==> src/rtl/cpu_pkg.sv <==
// Shared definitions for the writeback stage and its bypass network.
// Contents:
//   ADDR_W / DATA_W : register address and data widths (32 x 32-bit register file)
//   wb_state_e      : halt-tracking state (RUN, HALTING, HALTED)
//   wb_entry_t      : one stage-register entry {dest, data, regwr, halt}
package cpu_pkg;

    localparam int ADDR_W = 5;
    localparam int DATA_W = 32;

    typedef enum logic [1:0] {
        RUN     = 2'd0,
        HALTING = 2'd1,
        HALTED  = 2'd2
    } wb_state_e;

    typedef struct packed {
        logic [ADDR_W-1:0] dest;
        logic [DATA_W-1:0] data;
        logic              regwr;
        logic              halt;
    } wb_entry_t;

endpackage

==> src/rtl/writeback_stage_if.sv <==
// Bundle of every non-clock signal on the writeback stage.
// Signals:
//   in_valid/in_ready/in_dest/in_data/in_regwr/in_halt : result handshake from memory stage
//   write/write_addr/write_data                        : register file write port
//   rd_addr1/2, rf_data1/2, op_data1/2                 : decode read ports and bypassed operands
//   retired, halted                                    : retire count and halt status
// Modports:
//   master : the surrounding pipeline (memory stage, decode, register file)
//   slave  : the writeback stage itself
interface writeback_stage_if #(parameter int CNT_W = 32);
    import cpu_pkg::*;

    logic              in_valid;
    logic              in_ready;
    logic [ADDR_W-1:0] in_dest;
    logic [DATA_W-1:0] in_data;
    logic              in_regwr;
    logic              in_halt;

    logic              write;
    logic [ADDR_W-1:0] write_addr;
    logic [DATA_W-1:0] write_data;

    logic [ADDR_W-1:0] rd_addr1;
    logic [ADDR_W-1:0] rd_addr2;
    logic [DATA_W-1:0] rf_data1;
    logic [DATA_W-1:0] rf_data2;
    logic [DATA_W-1:0] op_data1;
    logic [DATA_W-1:0] op_data2;

    logic [CNT_W-1:0]  retired;
    logic              halted;

    modport master (
        output in_valid, in_dest, in_data, in_regwr, in_halt,
        output rd_addr1, rd_addr2, rf_data1, rf_data2,
        input  in_ready, write, write_addr, write_data,
        input  op_data1, op_data2, retired, halted
    );

    modport slave (
        input  in_valid, in_dest, in_data, in_regwr, in_halt,
        input  rd_addr1, rd_addr2, rf_data1, rf_data2,
        output in_ready, write, write_addr, write_data,
        output op_data1, op_data2, retired, halted
    );

endinterface

==> src/rtl/wb_bypass.sv <==
// Operand bypass for one decode read port.
// Ports:
//   i_write   : register file write enable this cycle
//   i_addr    : register file write address
//   i_data    : register file write data
//   i_rdAddr  : decode read address
//   i_rfData  : value read from the register file array
//   o_opData  : operand handed to decode
module wb_bypass
    import cpu_pkg::*;
#(
    parameter bit ZERO_REG = 1'b1
) (
    input  logic              i_write,
    input  logic [ADDR_W-1:0] i_addr,
    input  logic [DATA_W-1:0] i_data,
    input  logic [ADDR_W-1:0] i_rdAddr,
    input  logic [DATA_W-1:0] i_rfData,
    output logic [DATA_W-1:0] o_opData
);

    // Register 0 reads as zero whatever the array holds; otherwise a pending
    // write to the same register takes priority over the stale array value.
    always_comb begin
        o_opData = i_rfData;
        if (ZERO_REG && (i_rdAddr == '0)) begin
            o_opData = '0;
        end else if (i_write && (i_addr == i_rdAddr)) begin
            o_opData = i_data;
        end
    end

endmodule

==> src/rtl/writeback_stage.sv <==
// Final pipeline stage: holds one result from the memory stage for a cycle,
// drives the register file write port from it, bypasses it to decode, counts
// retired instructions and tracks the halt condition.
// Ports:
//   clk    : clock, all state on posedge
//   reset  : asynchronous active-high reset
//   bus    : writeback_stage_if.slave (handshake, write port, read ports, status)
// Parameters:
//   CNT_W    : retire counter width
//   ZERO_REG : 1 makes register 0 hard-wired zero (never written, never bypassed)
module writeback_stage
    import cpu_pkg::*;
#(
    parameter int CNT_W    = 32,
    parameter bit ZERO_REG = 1'b1
) (
    input  logic              clk,
    input  logic              reset,
    writeback_stage_if.slave  bus
);

    wb_state_e        r_state;
    logic             r_inReady;
    logic             r_halted;
    logic             r_stValid;
    wb_entry_t        r_st;
    logic [CNT_W-1:0] r_retired;

    logic             w_capture;
    logic             w_zeroDest;
    logic             w_write;
    wb_entry_t        w_entry;

    assign w_capture  = bus.in_valid && r_inReady;
    assign w_zeroDest = ZERO_REG && (r_st.dest == '0);
    assign w_write    = r_stValid && r_st.regwr && !w_zeroDest;

    assign w_entry.dest  = bus.in_dest;
    assign w_entry.data  = bus.in_data;
    assign w_entry.regwr = bus.in_regwr;
    assign w_entry.halt  = bus.in_halt;

    // Stage register. A cycle without a capture leaves a bubble; the payload is
    // held but ignored because r_stValid gates everything downstream.
    always_ff @(posedge clk or posedge reset) begin
        if (reset) begin
            r_stValid <= 1'b0;
            r_st      <= '0;
        end else begin
            r_stValid <= w_capture;
            if (w_capture) begin
                r_st <= w_entry;
            end
        end
    end

    // Retire counter: every valid entry leaving the stage counts, halts included.
    always_ff @(posedge clk or posedge reset) begin
        if (reset) begin
            r_retired <= '0;
        end else if (r_stValid) begin
            r_retired <= r_retired + CNT_W'(1);
        end
    end

    // Halt FSM. HALTING covers the one cycle in which the halt entry sits in the
    // stage register, so halted only rises once that entry has been counted.
    // in_ready and halted are registered alongside the state.
    always_ff @(posedge clk or posedge reset) begin
        if (reset) begin
            r_state   <= RUN;
            r_inReady <= 1'b1;
            r_halted  <= 1'b0;
        end else begin
            case (r_state)
                RUN: begin
                    if (w_capture && bus.in_halt) begin
                        r_state   <= HALTING;
                        r_inReady <= 1'b0;
                    end
                end
                HALTING: begin
                    r_state  <= HALTED;
                    r_halted <= 1'b1;
                end
                HALTED: begin
                    r_state <= HALTED;
                end
                default: begin
                    r_state   <= RUN;
                    r_inReady <= 1'b1;
                    r_halted  <= 1'b0;
                end
            endcase
        end
    end

    assign bus.in_ready   = r_inReady;
    assign bus.halted     = r_halted;
    assign bus.retired    = r_retired;
    assign bus.write      = w_write;
    assign bus.write_addr = r_st.dest;
    assign bus.write_data = r_st.data;

    wb_bypass #(.ZERO_REG(ZERO_REG)) u_bypass1 (
        .i_write  (w_write),
        .i_addr   (r_st.dest),
        .i_data   (r_st.data),
        .i_rdAddr (bus.rd_addr1),
        .i_rfData (bus.rf_data1),
        .o_opData (bus.op_data1)
    );

    wb_bypass #(.ZERO_REG(ZERO_REG)) u_bypass2 (
        .i_write  (w_write),
        .i_addr   (r_st.dest),
        .i_data   (r_st.data),
        .i_rdAddr (bus.rd_addr2),
        .i_rfData (bus.rf_data2),
        .o_opData (bus.op_data2)
    );

endmodule

==> src/flat_wrapper.sv <==
// flat-port wrapper written by rule: the top's interface ports become plain ports
module writeback_stage_flat import cpu_pkg::*;
#(
    parameter int CNT_W    = 32,
    parameter bit ZERO_REG = 1'b1
)
  (clk, reset, bus_in_valid, bus_in_dest, bus_in_data, bus_in_regwr, bus_in_halt, bus_rd_addr1, bus_rd_addr2, bus_rf_data1, bus_rf_data2, bus_in_ready, bus_write, bus_write_addr, bus_write_data, bus_op_data1, bus_op_data2, bus_retired, bus_halted);
  writeback_stage_if #(.CNT_W(CNT_W)) bus_i ();
  input  logic clk;
  input  logic reset;
  input wire logic [$bits(bus_i.in_valid)-1:0] bus_in_valid;
  input wire logic [$bits(bus_i.in_dest)-1:0] bus_in_dest;
  input wire logic [$bits(bus_i.in_data)-1:0] bus_in_data;
  input wire logic [$bits(bus_i.in_regwr)-1:0] bus_in_regwr;
  input wire logic [$bits(bus_i.in_halt)-1:0] bus_in_halt;
  input wire logic [$bits(bus_i.rd_addr1)-1:0] bus_rd_addr1;
  input wire logic [$bits(bus_i.rd_addr2)-1:0] bus_rd_addr2;
  input wire logic [$bits(bus_i.rf_data1)-1:0] bus_rf_data1;
  input wire logic [$bits(bus_i.rf_data2)-1:0] bus_rf_data2;
  output wire logic [$bits(bus_i.in_ready)-1:0] bus_in_ready;
  output wire logic [$bits(bus_i.write)-1:0] bus_write;
  output wire logic [$bits(bus_i.write_addr)-1:0] bus_write_addr;
  output wire logic [$bits(bus_i.write_data)-1:0] bus_write_data;
  output wire logic [$bits(bus_i.op_data1)-1:0] bus_op_data1;
  output wire logic [$bits(bus_i.op_data2)-1:0] bus_op_data2;
  output wire logic [$bits(bus_i.retired)-1:0] bus_retired;
  output wire logic [$bits(bus_i.halted)-1:0] bus_halted;
  assign bus_i.in_valid = bus_in_valid;
  assign bus_i.in_dest = bus_in_dest;
  assign bus_i.in_data = bus_in_data;
  assign bus_i.in_regwr = bus_in_regwr;
  assign bus_i.in_halt = bus_in_halt;
  assign bus_i.rd_addr1 = bus_rd_addr1;
  assign bus_i.rd_addr2 = bus_rd_addr2;
  assign bus_i.rf_data1 = bus_rf_data1;
  assign bus_i.rf_data2 = bus_rf_data2;
  assign bus_in_ready = bus_i.in_ready;
  assign bus_write = bus_i.write;
  assign bus_write_addr = bus_i.write_addr;
  assign bus_write_data = bus_i.write_data;
  assign bus_op_data1 = bus_i.op_data1;
  assign bus_op_data2 = bus_i.op_data2;
  assign bus_retired = bus_i.retired;
  assign bus_halted = bus_i.halted;
  writeback_stage #(.CNT_W(CNT_W), .ZERO_REG(ZERO_REG)) u_core (.clk(clk), .reset(reset), .bus(bus_i));
endmodule
==> config.mk <==
export PLATFORM = sky130hd
export DESIGN_NAME = writeback_stage_flat
export DESIGN_NICKNAME = d
export VERILOG_FILES = /design/src/rtl/cpu_pkg.sv /design/src/rtl/writeback_stage_if.sv /design/src/rtl/wb_bypass.sv /design/src/rtl/writeback_stage.sv /design/src/flat_wrapper.sv
export SDC_FILE = /design/constraint.sdc
export NUM_CORES = 1
export LEC_CHECK = 0
export CAP_MARGIN = 10
export CORE_MARGIN = 2
export CORE_UTILIZATION = 41
export CTS_BUF_LIST = sky130_fd_sc_hd__clkbuf_4 sky130_fd_sc_hd__clkbuf_8
export CTS_CLUSTER_SIZE = 24
export DETAILED_ROUTE_END_ITERATION = 10
export PLACE_DENSITY_LB_ADDON = 0.1
export SYNTH_ARGS = -nofsm -noshare
export SYNTH_HDL_FRONTEND = slang
export SYNTH_HIERARCHICAL = 1
export SYNTH_SLANG_ARGS = --single-unit
==> constraint.sdc <==
create_clock -name clk -period 2.8 [get_ports clk]
set_input_delay 0.7 -clock clk [delete_from_list [all_inputs] [get_ports clk]]
set_output_delay 0.7 -clock clk [all_outputs]
set_load 0.005 [all_outputs]
## After elaboration in Yosys (flattened, before gate mapping)

Index checks and enable logic that the tools add are counted.

- Register bits: 75
- Bits in latches: 0
- RAM bits: 0
- Bits in read-only memories: 0
- Input port bits: 116
- Logic and storage cells: 38
- Memories kept: 0

- Add/subtract/negate cells: 1
- Multipliers: 0
- Divide/modulo/power cells: 0
- Order comparisons: 0
- Equality and inequality tests: 5
- Shift-type cells: 0
- Mux-type cells: 9
- Bitwise operators: 1
- Reductions and logical operators: 14

Operators with widths:

| kind | number |
|---|---|
| $mux 32 | 4 |
| $add 32x1->32 const B | 1 |
| $logic_not 5->1 | 3 |
| $eq 5x5->1 | 2 |
| $logic_and 1x1->1 | 6 |
| $pmux 1 s2 | 2 |
| $pmux 2 s2 | 1 |
| $reduce_or 2->1 | 2 |
| $eq 2x1->1 const B | 1 |
| $eq 2x2->1 const B | 1 |
| $logic_not 2->1 | 1 |
| $mux 2 | 1 |
| $ne 2x1->1 const B | 1 |
| $reduce_and 2->1 | 1 |
| $logic_not 1->1 | 1 |
| $mux 1 | 1 |
| $not 1->1 | 1 |

## Depth between registers and ports, before layout

Gate-level depths: netlist (run 1).

- Depth after elaboration: 6
- Gate-level depth with buffers: 7

## Cells and area by module

The synthesis (run 1) kept the hierarchy.

By module, submodules not included:

| module | instances | cells each | area an instance (um2) | seq. area each (um2) |
|---|---|---|---|---|
| writeback_stage | 1 | 267 | 3407.0 | 1878.1 |
| wb_bypass | 2 | 123 | 645.6 | 0.0 |

## Least setup slack after synthesis (run 1)

OpenSTA, ideal clock, no wires.

- Path kind: register -> output
- Start: register u_core.r_st, in the netlist u_core/bus.write_addr[1]
- End: output bus_op_data1[11]
- Arrival time: 1897 ps
- Data required time: 2100 ps
- Path slack: 203 ps
- Cell stages (with the launch flop): 8
- Buffers on the path: 2
- Cell sequence: dfrtp_1 -> or3_1 -> o311a_1 -> and2_1 -> clkbuf_1 -> and2_1 -> buf_4 -> o21ai_0

- Longest elaborated chain between the ends: 6
- Elaborated cells between the ends (all ways): 7
- Classes of those cells: 1 x eq/ne; 2 x mux; 4 x reduce/logical

RTL lines:

| what | line | text |
|---|---|---|
| start, declared | writeback_stage.sv:26 | `wb_entry_t r_st;` |
| start signal, assigned | writeback_stage.sv:52 | `r_st <= w_entry;` |
| $logic_not 5->1 | writeback_stage.sv:35 | `assign w_zeroDest = ZERO_REG && (r_st.dest == '0);` |
| $logic_not 1->1 | writeback_stage.sv:36 | `assign w_write = r_stValid && r_st.regwr && !w_zeroDest;` |
| $logic_and 1x1->1 | writeback_stage.sv:36 |  |
| named net bus_write | flat_wrapper.sv:21 | `output wire logic [$bits(bus_i.write)-1:0] bus_write;` |
| $logic_and 1x1->1 | wb_bypass.sv:28 | `end else if (i_write && (i_addr == i_rdAddr)) begin` |
| $mux 32 | wb_bypass.sv:28 |  |
| $mux 32 | wb_bypass.sv:26 | `if (ZERO_REG && (i_rdAddr == '0)) begin` |
| end, declared | flat_wrapper.sv:24 | `output wire logic [$bits(bus_i.op_data1)-1:0] bus_op_data1;` |

The timed path passes the listed nets, and every way through them passes these cells.

## Final worst setup path (run 1)

- Start: register u_core.r_st, in the netlist u_core/bus.write_addr[3]
- End: output bus_op_data2[17]

- Longest elaborated chain between the ends: 6
- Elaborated cells between the ends (all ways): 7
- Classes of those cells: 1 x eq/ne; 2 x mux; 4 x reduce/logical

RTL lines:

| what | line | text |
|---|---|---|
| $logic_not 5->1 | writeback_stage.sv:35 |  |
| $logic_not 1->1 | writeback_stage.sv:36 |  |
| $logic_and 1x1->1 | writeback_stage.sv:36 |  |
| $logic_and 1x1->1 * | wb_bypass.sv:28 |  |
| $mux 32 * | wb_bypass.sv:28 |  |
| $mux 32 * | wb_bypass.sv:26 |  |
| end, declared | flat_wrapper.sv:25 | `output wire logic [$bits(bus_i.op_data2)-1:0] bus_op_data2;` |

Mark *: on every way between the ends. The rest lies on a longest branch, timed or not.

==> key figures, run 1 <==
Floorplan
  • Initial Util: about 42%
  • DIE AREA: 12,300 um2
  • Die span in y: ~110 um
  • Die W: approximately 110 um
  • Boundary pin count: ~250
  • Core ar.: between 10,000 and 15,000 um2
  • Num rows: 39

Yosys
  • Count of cell types in the netlist: 32
  • Average size of a mapped cell: between 9 and 10 um2
  • Most area-hungry cell type in the Yosys netlist: dfrtp_1
  • Post-synthesis mux area share: around 10%
  • Post-synth top flop: dfrtp_1
  • Synth Instances: between 500 and 600
  • Synth top cells by count: nand2_1, dfrtp_1, nand4_1
  • Xor/xnor share of the synthesized area: about 7.6%
  • Post-synth EDFFs: 0
  • Yosys reg bits: 75
  • Synth Area in Compound Gates: 7.24%
  • Share of the synthesized area in the top cell type: 39.4%
  • Net Count, Synth: about 630
  • Adder-cell area share of the yosys netlist: 1.33%
  • Synthesized cell area: approximately 4700 um2
  • Most common cell in the netlist: nand2_1
  • Largest family of logic cells by synthesized area: simple AND/OR/NAND/NOR gates
  • Ys async rst share: 100%
  • Ys Warns: 6
  • Sequential-to-total area share from yosys stat: 40.0%
  • Post-synthesis simple-gate area fraction: between 20% and 30%
  • Synth area leaders: dfrtp_1, mux2_2, nand4_1

Place
  • RePlAce Congestion: 0.957
  • Post-DP HPWL: about 12 mm
  • IO buf count: ~250

Cells and area
  • NumNets Final: 870
  • Synthesis-to-layout area growth: 65.7%
  • Post-route core utilization: between 60 and 70%
  • # diodes: 0
  • Fraction of layout instances using a drive strength above 1: around 33%

Timing
  • Final Setup Violations: 64
  • Setup Skew: ~0.014 ns
  • RSZ-0062 raised after global routing: yes
  • Setup TNS: -11.30 ns
  • Max Fclk: approximately 330 MHz
  • Measured slew at the worst slew-check pin: about 0.8 ns
  • Slew HR: 46.1%
  • Min cycle time layout: 3.05 ns
  • Worst Slack Setup Final: -0.248 ns
  • Slew Viols, Final: 0
  • Final hold violations: 0
  • Period Utilization, post-route: 109%

Run
  • Max cap viols: 0

Routing
  • DRT Pass-1 Iters: 4
  • Via Count: approximately 4,900
  • Drt initial violations: roughly 310
  • DRC viols: 0
  • Post-DRT Antenna Nets: 0
  • Total wire length: 16.7 mm
  • Wire per inst: between 15 and 20 um
  • Vias per cell: 5.41

Pwr
  • Clock share of power: around a fifth
  • Pleak: between 3 and 4 nW
  • Sw Share: 32.4%
  • Pint: about 3 mW
  • VDD IR-drop max: about 0.55 mV
  • Reg power frac: between 30% and 40%
  • Pwr dens: 555 nW/um2
  • P_sw: approximately 1.4 mW
  • Comb power frac: 41.6%

CTS
  • TritonCTS buffer count: 9
  • Clock Root Buffer: clkbuf_8
  • Max Root-Sink Buffers: 2
  • Clock Pin Slew Worst Setup and Hold Paths: 0.08 ns
  • CTS H-tree depth: 3
  • Worst-Skew Late Latency: 0.35 ns
  • CTS tree: built
  • # clock sinks: 75

Global route
  • Pin count of the biggest net entering global routing: 65
  • Vias in the first global route: between 4,000 and 5,000
  • Grt total ovfl: 0
  • All-layer global routing usage: 26.3%
  • Global-route wire length before repair: 25.9 mm
  • Initial antenna violation count: 0

Critical path
  • Worst Path Max Fanout: 6
  • R2r setup slk: around 0.85 ns
  • Worst Path Required: around 2.1 ns
  • Slowest CP cell: dfrtp_1
  • Critical path's largest stage delay: 0.38 ns
  • CP most frequent cell: and2_4
  • Setup CP Type: flip-flop to output port
  • CP Capture Type: output port
  • Worst Setup Start Kind: flip-flop
  • Worst EP arrival: around 2.4 ns
  • CP Cell Sequence: or3_1 > o311a_1 > buf_4 > and2_4 > and2_4 > buf_12 > o21ai_2 > clkdlybuf4s15_2

Outcome
  • Status: complete, but fails checks
  • Failing checks: setup timing

Hold path
  • Worst min-delay path category: flip-flop to flip-flop
-- layout by cell type (no fill, tap or decap), types with 4 or more instances in the layout --
cell type	count
nand2_1	77
clkdlybuf4s50_1	178
o21ai_2	50
and2_4	4
nand4_1	72
dlygate4sd2_1	8
inv_1	5
xor2_2	7
nand3_1	11
buf_2	53
clkdlybuf4s15_2	11
xor2_1	11
dfrtp_1	74
o21ai_1	12
buf_16	4
ha_1	5
nor2_1	8
buf_6	6
buf_12	11
xnor2_1	23
and4_1	4
nor3_1	5
mux2_2	42
buf_4	28
clkbuf_8	9
-- flip-flops by register name, indices dropped and copies added, names as in the netlist --
signal                 flops
u_core/bus.halted          1
u_core/bus.in_ready        1
u_core/bus.retired        32
u_core/bus.write_addr      5
u_core/bus.write_data     32
u_core/r_st                1
u_core/r_stValid           1
u_core/r_state             2
-- power by group through the flow --
| stage | registers [mW] | logic [mW] | clock network (mW) |
|---|---|---|---|
| after floorplan | 1.55 | 0.914 | 0 |
| after global placement | 1.60 | 1.67 | 0 |
| after detailed placement | 1.61 | 1.70 | 0 |
| after CTS | 1.60 | 1.79 | 0.949 |
| after global routing | 1.64 | 1.92 | 0.990 |
| final | 1.60 | 1.80 | 0.920 |
-- routing by layer --
| metal | share of wire (%) | routed length [um] | track usage (%) | vias up |
|---|---|---|---|---|
| met3 | 6.4 | 1070 | 4.65 | 36 |
| met5 | 0 | 0 | 0 | - |
| met1 | 41 | 6900 | 33.6 | 2313 |
| met2 | 50 | 8300 | 44.5 | 240 |
| li1 | - | - | - | 2261 |
| met4 | 2.5 | 417 | 10.1 | 0 |
-- cells by family after synthesis --
logic type | count (synthesis)
fa+ha+maj | 5
mux | 42
buf+inv | 82
simple gates | 201
flops | 75
xor+xnor | 41
compound gates | 67
-- per-stage QoR --
stage | instance area (um2) | total power, mW | setup slack [ns] | hold slack (ns) | cells
after floorplan | 4700 | 2.46 | 0.192 | 0.468 | 513
after global placement | 7310 | 3.27 | -0.664 | 0.473 | 863
after detailed placement | 7310 | 3.32 | -0.729 | 0.468 | 863
after CTS | 7690 | 4.33 | -0.285 | 0.480 | 893
after global routing | 7780 | 4.55 | -0.328 | 0.514 | 897
final | 7780 | 4.32 | -0.248 | 0.478 | 897
-- worst max-delay path: cells and delay by family (launching register included) --
| family | cells | cell delay, ns |
|---|---|---|
| and+or+nand+nor | 3 | 0.66 |
| AOI/OAI and AO/OA | 2 | 0.49 |
| buffers and inverters | 3 | 0.51 |
| DFF | 1 | 0.38 |
-- area by class of cell --
type,instances,area [um2]
well taps,143,179
repair buffers,300,2860
clock inverters,6,87.6
inverters,7,27.5
clock buffers,10,131
flip-flops and latches,75,1880
multi-input cells,356,2620
fillers,945,3540
-- final timing paths --
path | start | endpoint | cells past startpoint
worst max-delay path | u_core/bus.write_addr[3]$_DFFE_PP0N_ | bus_op_data2[17] | 8
worst min-delay path | u_core/bus.retired[31]$_DFFE_PP0P_ | u_core/bus.retired[31]$_DFFE_PP0P_ | 1
worst max register to register | u_core/bus.retired[10]$_DFFE_PP0P_ | u_core/bus.retired[28]$_DFFE_PP0P_ | 4
worst min register to register | u_core/bus.retired[31]$_DFFE_PP0P_ | u_core/bus.retired[31]$_DFFE_PP0P_ | 1
max in group asynchronous | reset | u_core/bus.retired[4]$_DFFE_PP0P_ | 3
min in group asynchronous | reset | u_core/bus.retired[25]$_DFFE_PP0P_ | 2
-- repair_timing --
action / CTS / global route
endpoints found under the setup margin: 64 / 64
hold buffers: 0 / 0
cloned: 4 / 0
buffers inserted: 11 / 5
pin swaps: 41 / 12
gates resized for setup: 347 / 32
No activity file was read; power rests on OpenSTA's default activity.
==> run 2: changes to the inputs <==
--- a/config.mk
+++ b/config.mk
@@ -6,7 +6,7 @@
 export NUM_CORES = 1
 export LEC_CHECK = 0
 export CAP_MARGIN = 10
-export CORE_MARGIN = 2
+export CORE_MARGIN = 3
 export CORE_UTILIZATION = 41
 export CTS_BUF_LIST = sky130_fd_sc_hd__clkbuf_4 sky130_fd_sc_hd__clkbuf_8
 export CTS_CLUSTER_SIZE = 24
==> run 2 against run 1 <==
- the run still ends with setup timing left
- sequential share of layout area grew 0.34 points
- non-clock buffer count grew 3
- fmax shrank 0.58%
- critical path depth is the same
- clock skew shrank 0.0082 ns
- combinational power is essentially flat
- sequential power is essentially flat
- die area grew 3.6%
- worst hold slack gained 0.013 ns
- critical endpoint is now bus_op_data2[6]
- highest routed layer unchanged
==> key figures, run 2 (synthesis gave the netlist of run 1 again) <==
CTS
  • Hold_buf cts: 0
  • CTS tree: built
  • Max Root-Sink Buffers: 2
  • Clock Pin Slew Worst Setup and Hold Paths: roughly 0.080 ns
  • Worst-Skew Late Latency: 0.35 ns
  • TritonCTS buffer count: 9
  • Clock Root Buffer: clkbuf_8
  • # clock sinks: 75
  • CTS H-tree depth: 3

Floorplan
  • Boundary pin count: about 250
  • DIE AREA: ~13,000 um2
  • Initial Util: between 40% and 50%
  • Die W: about 110 um
  • Num rows: 38
  • Core ar.: about 11,000 um2
  • Die span in y: ~110 um

Routing
  • DRC viols: 0
  • Post-DRT Antenna Nets: 0
  • Vias per cell: roughly 5.6
  • Total wire length: ~18 mm
  • DRT Pass-1 Iters: 5
  • Via Count: between 4,000 and 5,000
  • Wire per inst: around 20 um
  • Drt initial violations: between 400 and 500

Timing
  • Max Fclk: around 330 MHz
  • Setup Skew: around 0.0054 ns
  • Period Utilization, post-route: 109%
  • RSZ-0062 raised after global routing: yes
  • Setup TNS: -12.47 ns
  • Min cycle time layout: just over 3 ns
  • Worst Slack Setup Final: -0.266 ns
  • Final Setup Violations: 64
  • Slew HR: around two fifths
  • Measured slew at the worst slew-check pin: approximately 0.89 ns
  • Slew Viols, Final: 0
  • Final hold violations: 0

Place
  • IO buf count: approximately 250
  • DP Cell Count: 860
  • RePlAce Congestion: roughly 0.94
  • Place WS: -0.759 ns
  • Post-DP HPWL: between 10 and 15 mm

Critical path
  • CP Capture Type: output port
  • Worst Path Max Fanout: 11
  • RR Startpoint: u_core/bus.retired[10]$_DFFE_PP0P_
  • R2R Path End: u_core/bus.retired[29]$_DFFE_PP0P_
  • Worst EP arrival: around 2.4 ns
  • Worst Setup Start Kind: flip-flop
  • Worst Path Required: between 2 and 2.5 ns
  • R2r worst-path depth: 4
  • Setup CP Type: flip-flop to output port
  • R2r setup slk: between 0.7 and 0.8 ns

Outcome
  • Failing checks: setup timing
  • Status: complete, but fails checks

Global route
  • Pin count of the biggest net entering global routing: 38
  • Initial antenna violation count: 0
  • All-layer global routing usage: 26.6%
  • Global-route wire length before repair: 27.0 mm
  • Vias in the first global route: just under 5,000
  • Grt total ovfl: 0

Hold path
  • Worst min-delay path category: flip-flop to flip-flop
  • Worst Hold Launch: u_core/bus.retired[31]$_DFFE_PP0P_
  • Hold Crit Depth: 1
  • Worst Hold Path EP: u_core/bus.retired[31]$_DFFE_PP0P_

Cells and area
  • Commonest cells after routing, fill and taps aside: clkdlybuf4s50_1, nand2_1, dfrtp_1
  • # diodes: 0
  • Non-Filler Instances: between 800 and 900
  • Synthesis-to-layout area growth: 63.4%
  • Fraction of layout instances using a drive strength above 1: about a third
  • NumNets Final: between 800 and 900
  • Commonest non-fill, non-tap cell in the layout: clkdlybuf4s50_1

Pwr
  • VDD IR-drop max: 0.500 mV
  • Pleak: 3.33 nW
  • Pwr Total: about 4.2 mW
  • Pwr dens: approximately 550 nW/um2

Run
  • Max cap viols: 0
-- run 2: cell type report --
class                           count  area [um2]
Multi-Input combinational cell    356        2590
Clock inverter                      4        50.0
Tap cell                          140         175
Sequential cell                    75        1880
Timing Repair Buffer              303        2800
Fill cell                         898        3360
Clock buffer                       11         151
Inverter                            7        27.5
-- run 2: metrics by stage --
step | area [um2] | util [%] | hold WS [ns]
2_1_floorplan | 4700 | - | 0.468
3_3_place_gp | 7240 | 65.6 | 0.462
3_5_place_dp | 7240 | 65.6 | 0.477
4_1_cts | 7520 | 68.2 | 0.488
5_1_grt | 7670 | 69.6 | 0.523
6_report | 7670 | 69.6 | 0.491
-- run 2: critical path, cell delays in order (launching register included) --
cell and delay [ns]:
dfrtp_1 0.38, or3_1 0.39, o311a_1 0.34, buf_6 0.13, and2_4 0.14, and2_4 0.19, buf_12 0.15, o21ai_2 0.13
buf_2 0.14
-- run 2: routing by layer --
layer / part of all wire (%) / track usage (%) / up-vias
met5: 0 / 0 / -
met4: 3.3 / 9.94 / 0
met3: 7.8 / 6.47 / 48
met2: 51 / 46.7 / 254
met1: 38 / 31.4 / 2425
li1: - / - / 2263
-- run 2: worst max-delay path by stage --
| stage | depth (start not counted) | slack, ns | end | from |
|---|---|---|---|---|
| finish | 8 | -0.27 | bus_op_data2[6] | u_core/bus.write_addr[0]$_DFFE_PP0N_ |
| global route | 8 | -0.34 | bus_op_data2[22] | u_core/bus.write_addr[0]$_DFFE_PP0N_ |
| CTS | 8 | -0.35 | bus_op_data2[15] | u_core/bus.write_addr[1]$_DFFE_PP0N_ |
| detailed placement | 7 | -0.76 | bus_op_data1[31] | bus_rd_addr1[1] |
| global placement | 7 | -0.73 | bus_op_data2[14] | bus_rd_addr2[1] |
| floorplan | 1 | 0.19 | u_core/bus.halted$_DFFE_PP0N_ | reset |
-- run 2: power breakdown --
| group | leakage [nW] | switching (mW) | internal [mW] | total (mW) |
|---|---|---|---|---|
| logic | 2.30 | 0.720 | 1.06 | 1.78 |
| registers | 0.940 | 0.277 | 1.33 | 1.60 |
| clock network | 0.0974 | 0.403 | 0.454 | 0.857 |
| total | 3.33 | 1.40 | 2.84 | 4.24 |
-- run 2: what timing repair did --
| item | CTS | global route |
|---|---|---|
| setup buffers | 17 | 0 |
| gates resized for setup | 362 | 36 |
| setup endpoints to repair | 64 | 64 |
| gates cloned | 3 | 3 |
| pin swaps | 28 | 24 |
==> run 3: changes to the inputs <==
--- a/config.mk
+++ b/config.mk
@@ -12,6 +12,7 @@
 export CTS_CLUSTER_SIZE = 24
 export DETAILED_ROUTE_END_ITERATION = 10
 export PLACE_DENSITY_LB_ADDON = 0.1
+export SLEW_MARGIN = 0
 export SYNTH_ARGS = -nofsm -noshare
 export SYNTH_HDL_FRONTEND = slang
 export SYNTH_HIERARCHICAL = 1
==> results of run 3 <==
Same layout as run 2: the final DEF is identical, and so are final timing and power.
